`config.mk`:
```
export PLATFORM = sky130hd
export DESIGN_NAME = cpu_ce_gen
export DESIGN_NICKNAME = d
export VERILOG_FILES = /design/src/rtl/cpu_ce_pkg.sv /design/src/rtl/ce_divider.sv /design/src/rtl/cpu_ce_gen.sv
export SDC_FILE = /design/constraint.sdc
export NUM_CORES = 1
export LEC_CHECK = 0
export ABC_AREA = 1
export BUFFER_PORTS_ARGS = -buffer_cell sky130_fd_sc_hd__buf_2
export CORE_MARGIN = 5
export CORE_UTILIZATION = 25
export DETAILED_ROUTE_END_ITERATION = 8
export GPL_TIMING_DRIVEN = 0
export PLACE_DENSITY = 0.41
export SKIP_LAST_GASP = 1
export SLEW_MARGIN = 20
export SYNTH_ARGS = -nofsm -noshare
export SYNTH_HDL_FRONTEND = slang
export SYNTH_HIERARCHICAL = 1
export SYNTH_SLANG_ARGS = --single-unit
```
`constraint.sdc`:
```
create_clock -name clk_sys -period 4.59 [get_ports clk_sys]
set_input_delay 0.2295 -clock clk_sys [delete_from_list [all_inputs] [get_ports clk_sys]]
set_output_delay 0.2295 -clock clk_sys [all_outputs]
set_load 0.02 [all_outputs]
```
`src/rtl/cpu_ce_pkg.sv`:
```
// Shared types and helpers for the CPU clock-enable generator.
package cpu_ce_pkg;

  typedef enum logic [1:0] {RUN, DRAIN, GUARD} ce_state_e;

  localparam int MIN_DIV  = 2;
  localparam int FLAT_MAX = 512;

  // Pull mode idx's period out of the flattened vector and clamp it to MIN_DIV.
  function automatic logic [31:0] mode_period(input logic [FLAT_MAX-1:0] flat,
                                              input int idx, input int width);
    logic [31:0] r;
    logic [31:0] mask;
    mask = (width >= 32) ? '1 : ((32'd1 << width) - 32'd1);
    r    = 32'(flat >> (idx * width)) & mask;
    return (r < 32'(MIN_DIV)) ? 32'(MIN_DIV) : r;
  endfunction

endpackage

```
`src/rtl/ce_divider.sv`:
```
// Period counter for cpu_ce_gen: raw p/n phase matches and end-of-period flag.
module ce_divider #(
  parameter int DIV_WIDTH = 6
) (
  input  logic                 clk_sys,
  input  logic                 reset,
  input  logic [DIV_WIDTH-1:0] period,
  input  logic                 run,
  input  logic                 load,
  output logic                 p_hit,
  output logic                 n_hit,
  output logic                 last_hit
);

  logic [DIV_WIDTH-1:0] p_cur;
  logic [DIV_WIDTH-1:0] cnt;

  // The load cycle itself stands in for cnt==0 (its p pulse is issued by the
  // parent), so the counter resumes at 1.
  always_ff @(posedge clk_sys) begin
    if (reset) begin
      p_cur <= period;
      cnt   <= '0;
    end else if (load) begin
      p_cur <= period;
      cnt   <= DIV_WIDTH'(1);
    end else if (run) begin
      cnt   <= last_hit ? '0 : cnt + DIV_WIDTH'(1);
    end
  end

  assign p_hit    = (cnt == '0);
  assign n_hit    = (cnt == (p_cur >> 1));
  assign last_hit = (cnt == p_cur - DIV_WIDTH'(1));

endmodule

```
`src/rtl/cpu_ce_gen.sv`:
```
// CPU clock-enable generator: multi-mode divider with drain/guard mode handover.
// Optional contention gating enabled by defining CPU_CE_CONTENTION_EN.
module cpu_ce_gen
  import cpu_ce_pkg::*;
#(
  parameter int DIV_WIDTH    = 6,
  parameter int NUM_MODES    = 4,
  parameter int GUARD_CYCLES = 3
) (
  input  logic                           clk_sys,
  input  logic                           reset,
  input  logic [$clog2(NUM_MODES)-1:0]   mode_sel,
  input  logic [NUM_MODES*DIV_WIDTH-1:0] mode_div,
  input  logic [NUM_MODES-1:0]           cont_mask,
  input  logic                           wait_req,
  output logic                           ce_cpu_p,
  output logic                           ce_cpu_n,
  output logic                           cpu_en,
  output logic [$clog2(NUM_MODES)-1:0]   active_mode,
  output logic                           switching
);

  localparam int SEL_W = $clog2(NUM_MODES);
  localparam int GW    = (GUARD_CYCLES > 1) ? $clog2(GUARD_CYCLES) : 1;

  ce_state_e            state, state_nx;
  logic [GW-1:0]        gcnt, gcnt_nx;
  logic [DIV_WIDTH-1:0] sel_period;
  logic                 p_hit, n_hit, last_hit;
  logic                 guard_done, mismatch, stall;
  int                   sel_idx;

  always_comb begin
    sel_idx = int'(mode_sel);
    if (sel_idx >= NUM_MODES) sel_idx = 0;
  end

  assign sel_period = DIV_WIDTH'(mode_period(FLAT_MAX'(mode_div), sel_idx, DIV_WIDTH));
  assign guard_done = (state == GUARD) && (gcnt == '0);
  assign mismatch   = (mode_sel != active_mode);

`ifdef CPU_CE_CONTENTION_EN
  logic cont_bit;
  always_comb begin
    cont_bit = 1'b0;
    for (int i = 0; i < NUM_MODES; i++)
      if (active_mode == SEL_W'(i)) cont_bit = cont_mask[i];
  end
  assign stall = wait_req & cont_bit;
`else
  logic unused_cont;
  assign unused_cont = wait_req ^ (^cont_mask);
  assign stall       = 1'b0;
`endif

  ce_divider #(.DIV_WIDTH(DIV_WIDTH)) u_div (
    .clk_sys  (clk_sys),
    .reset    (reset),
    .period   (sel_period),
    .run      (state != GUARD),
    .load     (guard_done),
    .p_hit    (p_hit),
    .n_hit    (n_hit),
    .last_hit (last_hit)
  );

  always_comb begin
    state_nx = state;
    gcnt_nx  = gcnt;
    case (state)
      RUN: if (mismatch) begin
        // A mismatch on the last count has nothing left to drain.
        if (last_hit) begin
          state_nx = GUARD;
          gcnt_nx  = GW'(GUARD_CYCLES - 1);
        end else begin
          state_nx = DRAIN;
        end
      end
      DRAIN: if (last_hit) begin
        state_nx = GUARD;
        gcnt_nx  = GW'(GUARD_CYCLES - 1);
      end
      GUARD: begin
        if (gcnt == '0) state_nx = RUN;
        else            gcnt_nx  = gcnt - GW'(1);
      end
      default: state_nx = RUN;
    endcase
  end

  always_ff @(posedge clk_sys) begin
    if (reset) begin
      state       <= RUN;
      gcnt        <= '0;
      active_mode <= mode_sel;
      ce_cpu_p    <= 1'b0;
      ce_cpu_n    <= 1'b0;
      cpu_en      <= 1'b1;
      switching   <= 1'b0;
    end else begin
      state    <= state_nx;
      gcnt     <= gcnt_nx;
      ce_cpu_p <= guard_done | ((state == RUN) & p_hit & ~stall);
      ce_cpu_n <= (state != GUARD) & n_hit & cpu_en;
      if (guard_done) begin
        active_mode <= mode_sel;
        cpu_en      <= 1'b1;
        switching   <= 1'b0;
      end else begin
        if ((state == RUN) && p_hit) cpu_en    <= ~stall;
        if ((state == RUN) && mismatch) switching <= 1'b1;
      end
    end
  end

endmodule
```
After elaboration in Yosys (flattened, before gate mapping)
Cells that the tools add are included. Widths: inputs -> output; s select.

Bits of input ports: 33. Word-level logic and storage cells: 56. Flip-flop bits (word level): 21. Output and inout port bits: 6.

Shifts and indexed selects: 1. $lt $le $gt $ge: 1. Bitwise logic cells: 3. Eq/ne operators: 10. Add/sub/neg operators: 3. Multiplexer cells: 17. $mul: 1. Reductions and logical operators: 11.

Operators by type and width (number): $mux 6 (4); $shr 24x5->6 (1); $mux 2 (9); $pmux 2 s3 (2); $add 6x1->6 const B (1); $eq 6x5->1 (1); $eq 6x6->1 (1); $logic_not 6->1 (1); $lt 6x2->1 const B (1); $ne 2x2->1 const B (3); $reduce_and 3->1 (2); $sub 6x1->6 const B (1); $logic_not 2->1 (2); $mul 2x2->4 const B (1); $ne 2x1->1 const B (2); $reduce_bool 2->1 (2); $reduce_bool 3->1 (1); $and 1x1->1 (2); $eq 2x1->1 const B (1); $eq 2x2->1 const B (1); $logic_and 1x1->1 (2); $mux 1 (2); $ne 2x2->1 (1); $reduce_or 2->1 (1); 2 further kinds (2).

Depth between registers and ports, before layout
Word-level depth: 6. Mapped depth: 17. Depth with buffers taken out: 17.

By module
Netlist, hierarchy kept.

By module, submodules not included: ce_divider (seq. area each 300.3 µm², times used 1, area an instance 799.5 µm², cells an instance 111); cpu_ce_gen (seq. area each 200.2 µm², times used 1, area an instance 725.7 µm², cells an instance 121).

Worst setup path before layout
No wires, ideal clock.

Path kind: flip-flop to flip-flop. Start: reg u_div.p_cur[0]. End: reg gcnt[0]. Required time: 4.474 ns. Path buffers: 0. Arrival: 1.713 ns. Setup time: 0.116 ns. Setup slack: 2.761 ns. Period minus slack after synthesis: 1.829 ns. Cell stages (with the launch flop): 15. Cells stage by stage: edfxtp_1 -> inv_1 -> ha_1 -> nand2_1 -> nand2_1 -> nor2_1 -> nand2_1 -> nor2_2 -> nand3_1 -> inv_1 -> o21ai_0 -> nor2_1 -> nand2_1 -> nand2_1 -> a21oi_1.

Word-level cells in the longest chain between the ends: 5.

RTL lines: start: declaration (RTL line ce_divider.sv:15) `logic [DIV_WIDTH-1:0] p_cur;`; start signal: assignment (RTL line ce_divider.sv:22) `p_cur <= period;`; start signal: assignment (RTL line ce_divider.sv:25) `p_cur <= period;`; $sub 6x1->6 * (RTL line ce_divider.sv:34) `assign last_hit = (cnt == p_cur - DIV_WIDTH'(1));`; $eq 6x6->1 * (RTL line ce_divider.sv:34); net last_hit (RTL line cpu_ce_gen.sv:29) `logic p_hit, n_hit, last_hit;`; $mux 2 *; $mux 2; $pmux 2 s3 *; end signal: assignment (RTL line cpu_ce_gen.sv:103) `gcnt <= gcnt_nx;`; end: declaration (RTL line cpu_ce_gen.sv:27) `logic [GW-1:0] gcnt, gcnt_nx;`.

Mark *: on every way through the listed nets, which the timed path passes. The rest lies on a longest branch. The select of a mux whose other input is x is not followed. A chain may end at the register's enable or synchronous reset.

Worst setup path in the final report
Ends and elaborated chain as after synthesis.

==> impl_metrics.toml <==
[status]
status = "finished clean"

[yosys]
synthArstFlopShare_pct = 0
synthesis.instances = 232
synthFlopType = "dfxtp_1"
ys_seq_area_share_pct = 32.8
netlist-cell-type-count = 26
netlist_top_cells_area = "nand2_1 (19%), dfxtp_1 (17%), edfxtp_1 (16%)"
synth_edf_count = 8
synth_common_cells = "nand2_1 (78), inv_1 (33), nand3_1 (26)"
yosys.area.top_type = "nand2_1"
synth_nets = 272
yosysWarningCount = 6
yosysMostFrequentCell = "nand2_1"
yosysTopAreaCellShare_pct = 19.2
syn_area_mm2 = 0.00153
synth.avg_cell_area_um2 = 6.57
ys_seq_elements = 21

[setup_path]
max_stage_delay_ns = 0.41
critPathBufInv = 3
cp.required_ns = 4.74
crit_slowest_cell = "edfxtp_1"
end_kind = "register"
crit_family = "simple AND/OR/NAND/NOR gates"
cpMostUsedCell = "nand2_1"
path_cells = "inv_1, ha_1, inv_1, nand2_1, nand2_1, nor2_1, nand2_1, nor2_2, nand3_1, inv_1, o21ai_0, nor2_1, nand2_1, nand2_1, a21oi_1"
path_class = "register to register"
cp_max_fo = 3
startpoint_type = "register"
r2r_setup_slack_ns = 2.48
arrival_ns = 2.26

[grt]
grt_start_max_net_pins = 12
grt_pass1_vias = 1423
grt_use_total_pct = 9.58
grt_pass1_wl_mm = 5.97
antenna_found_initial = 0
overflow = 0

[drt]
wire_per_inst_um = 10.1
num_vias = 1449
drt_wl_total_mm = 3.47
drcViolationCount = 0
ant_nets = 0
wl_met2_mm = 1.72
via_per_inst = 4.22
wl_met3_um = 73
first_pass_iters = 4
m1WireLength_mm = 1.65
drt-initial-drc-count = 35
highest_layer = "met4"

[clocking]
cts_setup_buffers = 0
cts_buffer_depth = 2
cts_tree = "built"
root_buffer = "clkbuf_8"
clk_latency_ns = 0.25
numCtsBuffers = 3
clock-sinks = 21
cts-htree-levels = 1
cts_resized = 0
holdBufCountCts = 0
cts.reportedPaths.clkPinSlew_ns = 0.07

[timing]
period_share_pct = 46.0
rsz0062_at_grt = "false"
hold_viol_final = 0
hold_ws_ns = 0.178
period_minus_slack_ns = 2.11
max_clock_freq_mhz = 474
finalMaxSlewViolations = 0
setup_violations = 0
skew_ns = 0.00210
setup-tns-final_ns = 0

[placement]
dpl.hpwl_mm = 2.90
routabilityCongestion = 0.773
port_buffers = 32

[power]
internal_power_mw = 0.409
switchingPower_mw = 0.275
combPwrFrac_pct = 43.4
seq_power_share_pct = 39.4
p_leak_nw = 0.950
p_sw_share_pct = 40.2
powerDensity_mw_per_mm2 = 375
peakVddDrop_v = 0.000167
clkPwrFrac_pct = 17.2

[floorplan]
rows = 28
dieHeight_um = 88.1
core_mm2 = 0.00592
io-pin-count = 39
die_w_um = 88.1
die_area_mm2 = 0.00776
start_util_pct = 25.8

[finish]
n_antenna_cell = 0
layout-drive-gt1-share_pct = 20.5
nets = 309
area_growth_syn_to_layout_pct = 19.6

[flow_run]
drv_cap = 0

[hold_path]
hp-class = "input pin to register"
-- path summary, 6_finish.rpt --
check,endpoint,from,cells past startpoint
worst max-delay path,gcnt[0],u_div/p_cur[0],15
worst min register to register,gcnt[1],gcnt[1],2
worst max register to register,gcnt[0],u_div/p_cur[0],15
worst min-delay path,active_mode[1],mode_sel[1],1
-- power by group through the flow --
stage	clock network (mW)	logic, mW	registers, mW
floorplan	0	0.216	0.280
global placement	0	0.304	0.276
detailed placement	0	0.302	0.274
CTS	0.124	0.303	0.271
global route	0.134	0.346	0.276
finish	0.118	0.297	0.270
-- final cells by class --
type | count | area [um^2]
plain buffers | 4 | 37.5
well taps | 75 | 93.8
flip-flops and latches | 21 | 500
clock buffers | 4 | 45.0
inverters | 40 | 150
multi-input cells | 167 | 837
fillers | 654 | 4100
repair buffers | 32 | 160
-- layer usage --
metal	vias up	global-route usage [%]
met5	-	0
met3	2	1.32
li1	794	-
met1	643	11.4
met2	10	17.7
met4	0	2.88
-- sequential cells by signal, summed over array words and instances, names as in the netlist --
name	cells
ce_cpu_p	1
ce_cpu_n	1
u_div/cnt	6
state	2
gcnt	2
u_div/p_cur	6
switching	1
active_mode	2
-- cells by family after synthesis --
| family | after synthesis | share of synthesized area (%) |
|---|---|---|
| AO/OA/AOI/OAI | 19 | 6.97 |
| XOR/XNOR | 7 | 4.02 |
| adder cells (fa/ha/maj) | 7 | 5.74 |
| buffers and inverters | 44 | 12.3 |
| flip-flops | 21 | 32.8 |
| other | 1 | 0.246 |
| AND/OR/NAND/NOR | 133 | 37.9 |
-- stage by stage --
| stage | power, mW | cell area, um^2 | setup slack [ns] | util (%) | instances |
|---|---|---|---|---|---|
| 6_report | 0.684 | 1820 | 2.48 | 30.8 | 343 |
| 5_1_grt | 0.757 | 1820 | 2.26 | 30.8 | 343 |
| 4_1_cts | 0.698 | 1820 | 2.46 | 30.8 | 343 |
| 3_5_place_dp | 0.576 | 1780 | 2.47 | 30.1 | 339 |
| 3_3_place_gp | 0.580 | 1780 | 2.45 | 30.1 | 339 |
| 2_1_floorplan | 0.496 | 1530 | 2.76 | - | 232 |
-- cell usage in the layout (no fill, tap or decap), types with 3 or more instances in the layout --
master and instances:
ha_1 7, buf_2 32, nand3_1 26, dfxtp_1 13
nor3_1 3, inv_2 7, inv_1 33, nor2_1 18
xor2_1 6, o21ai_0 5, nor2_2 3, a21oi_1 9
edfxtp_1 8, clkbuf_8 3, nand2_1 78
Power figures use the tool's default switching activity.
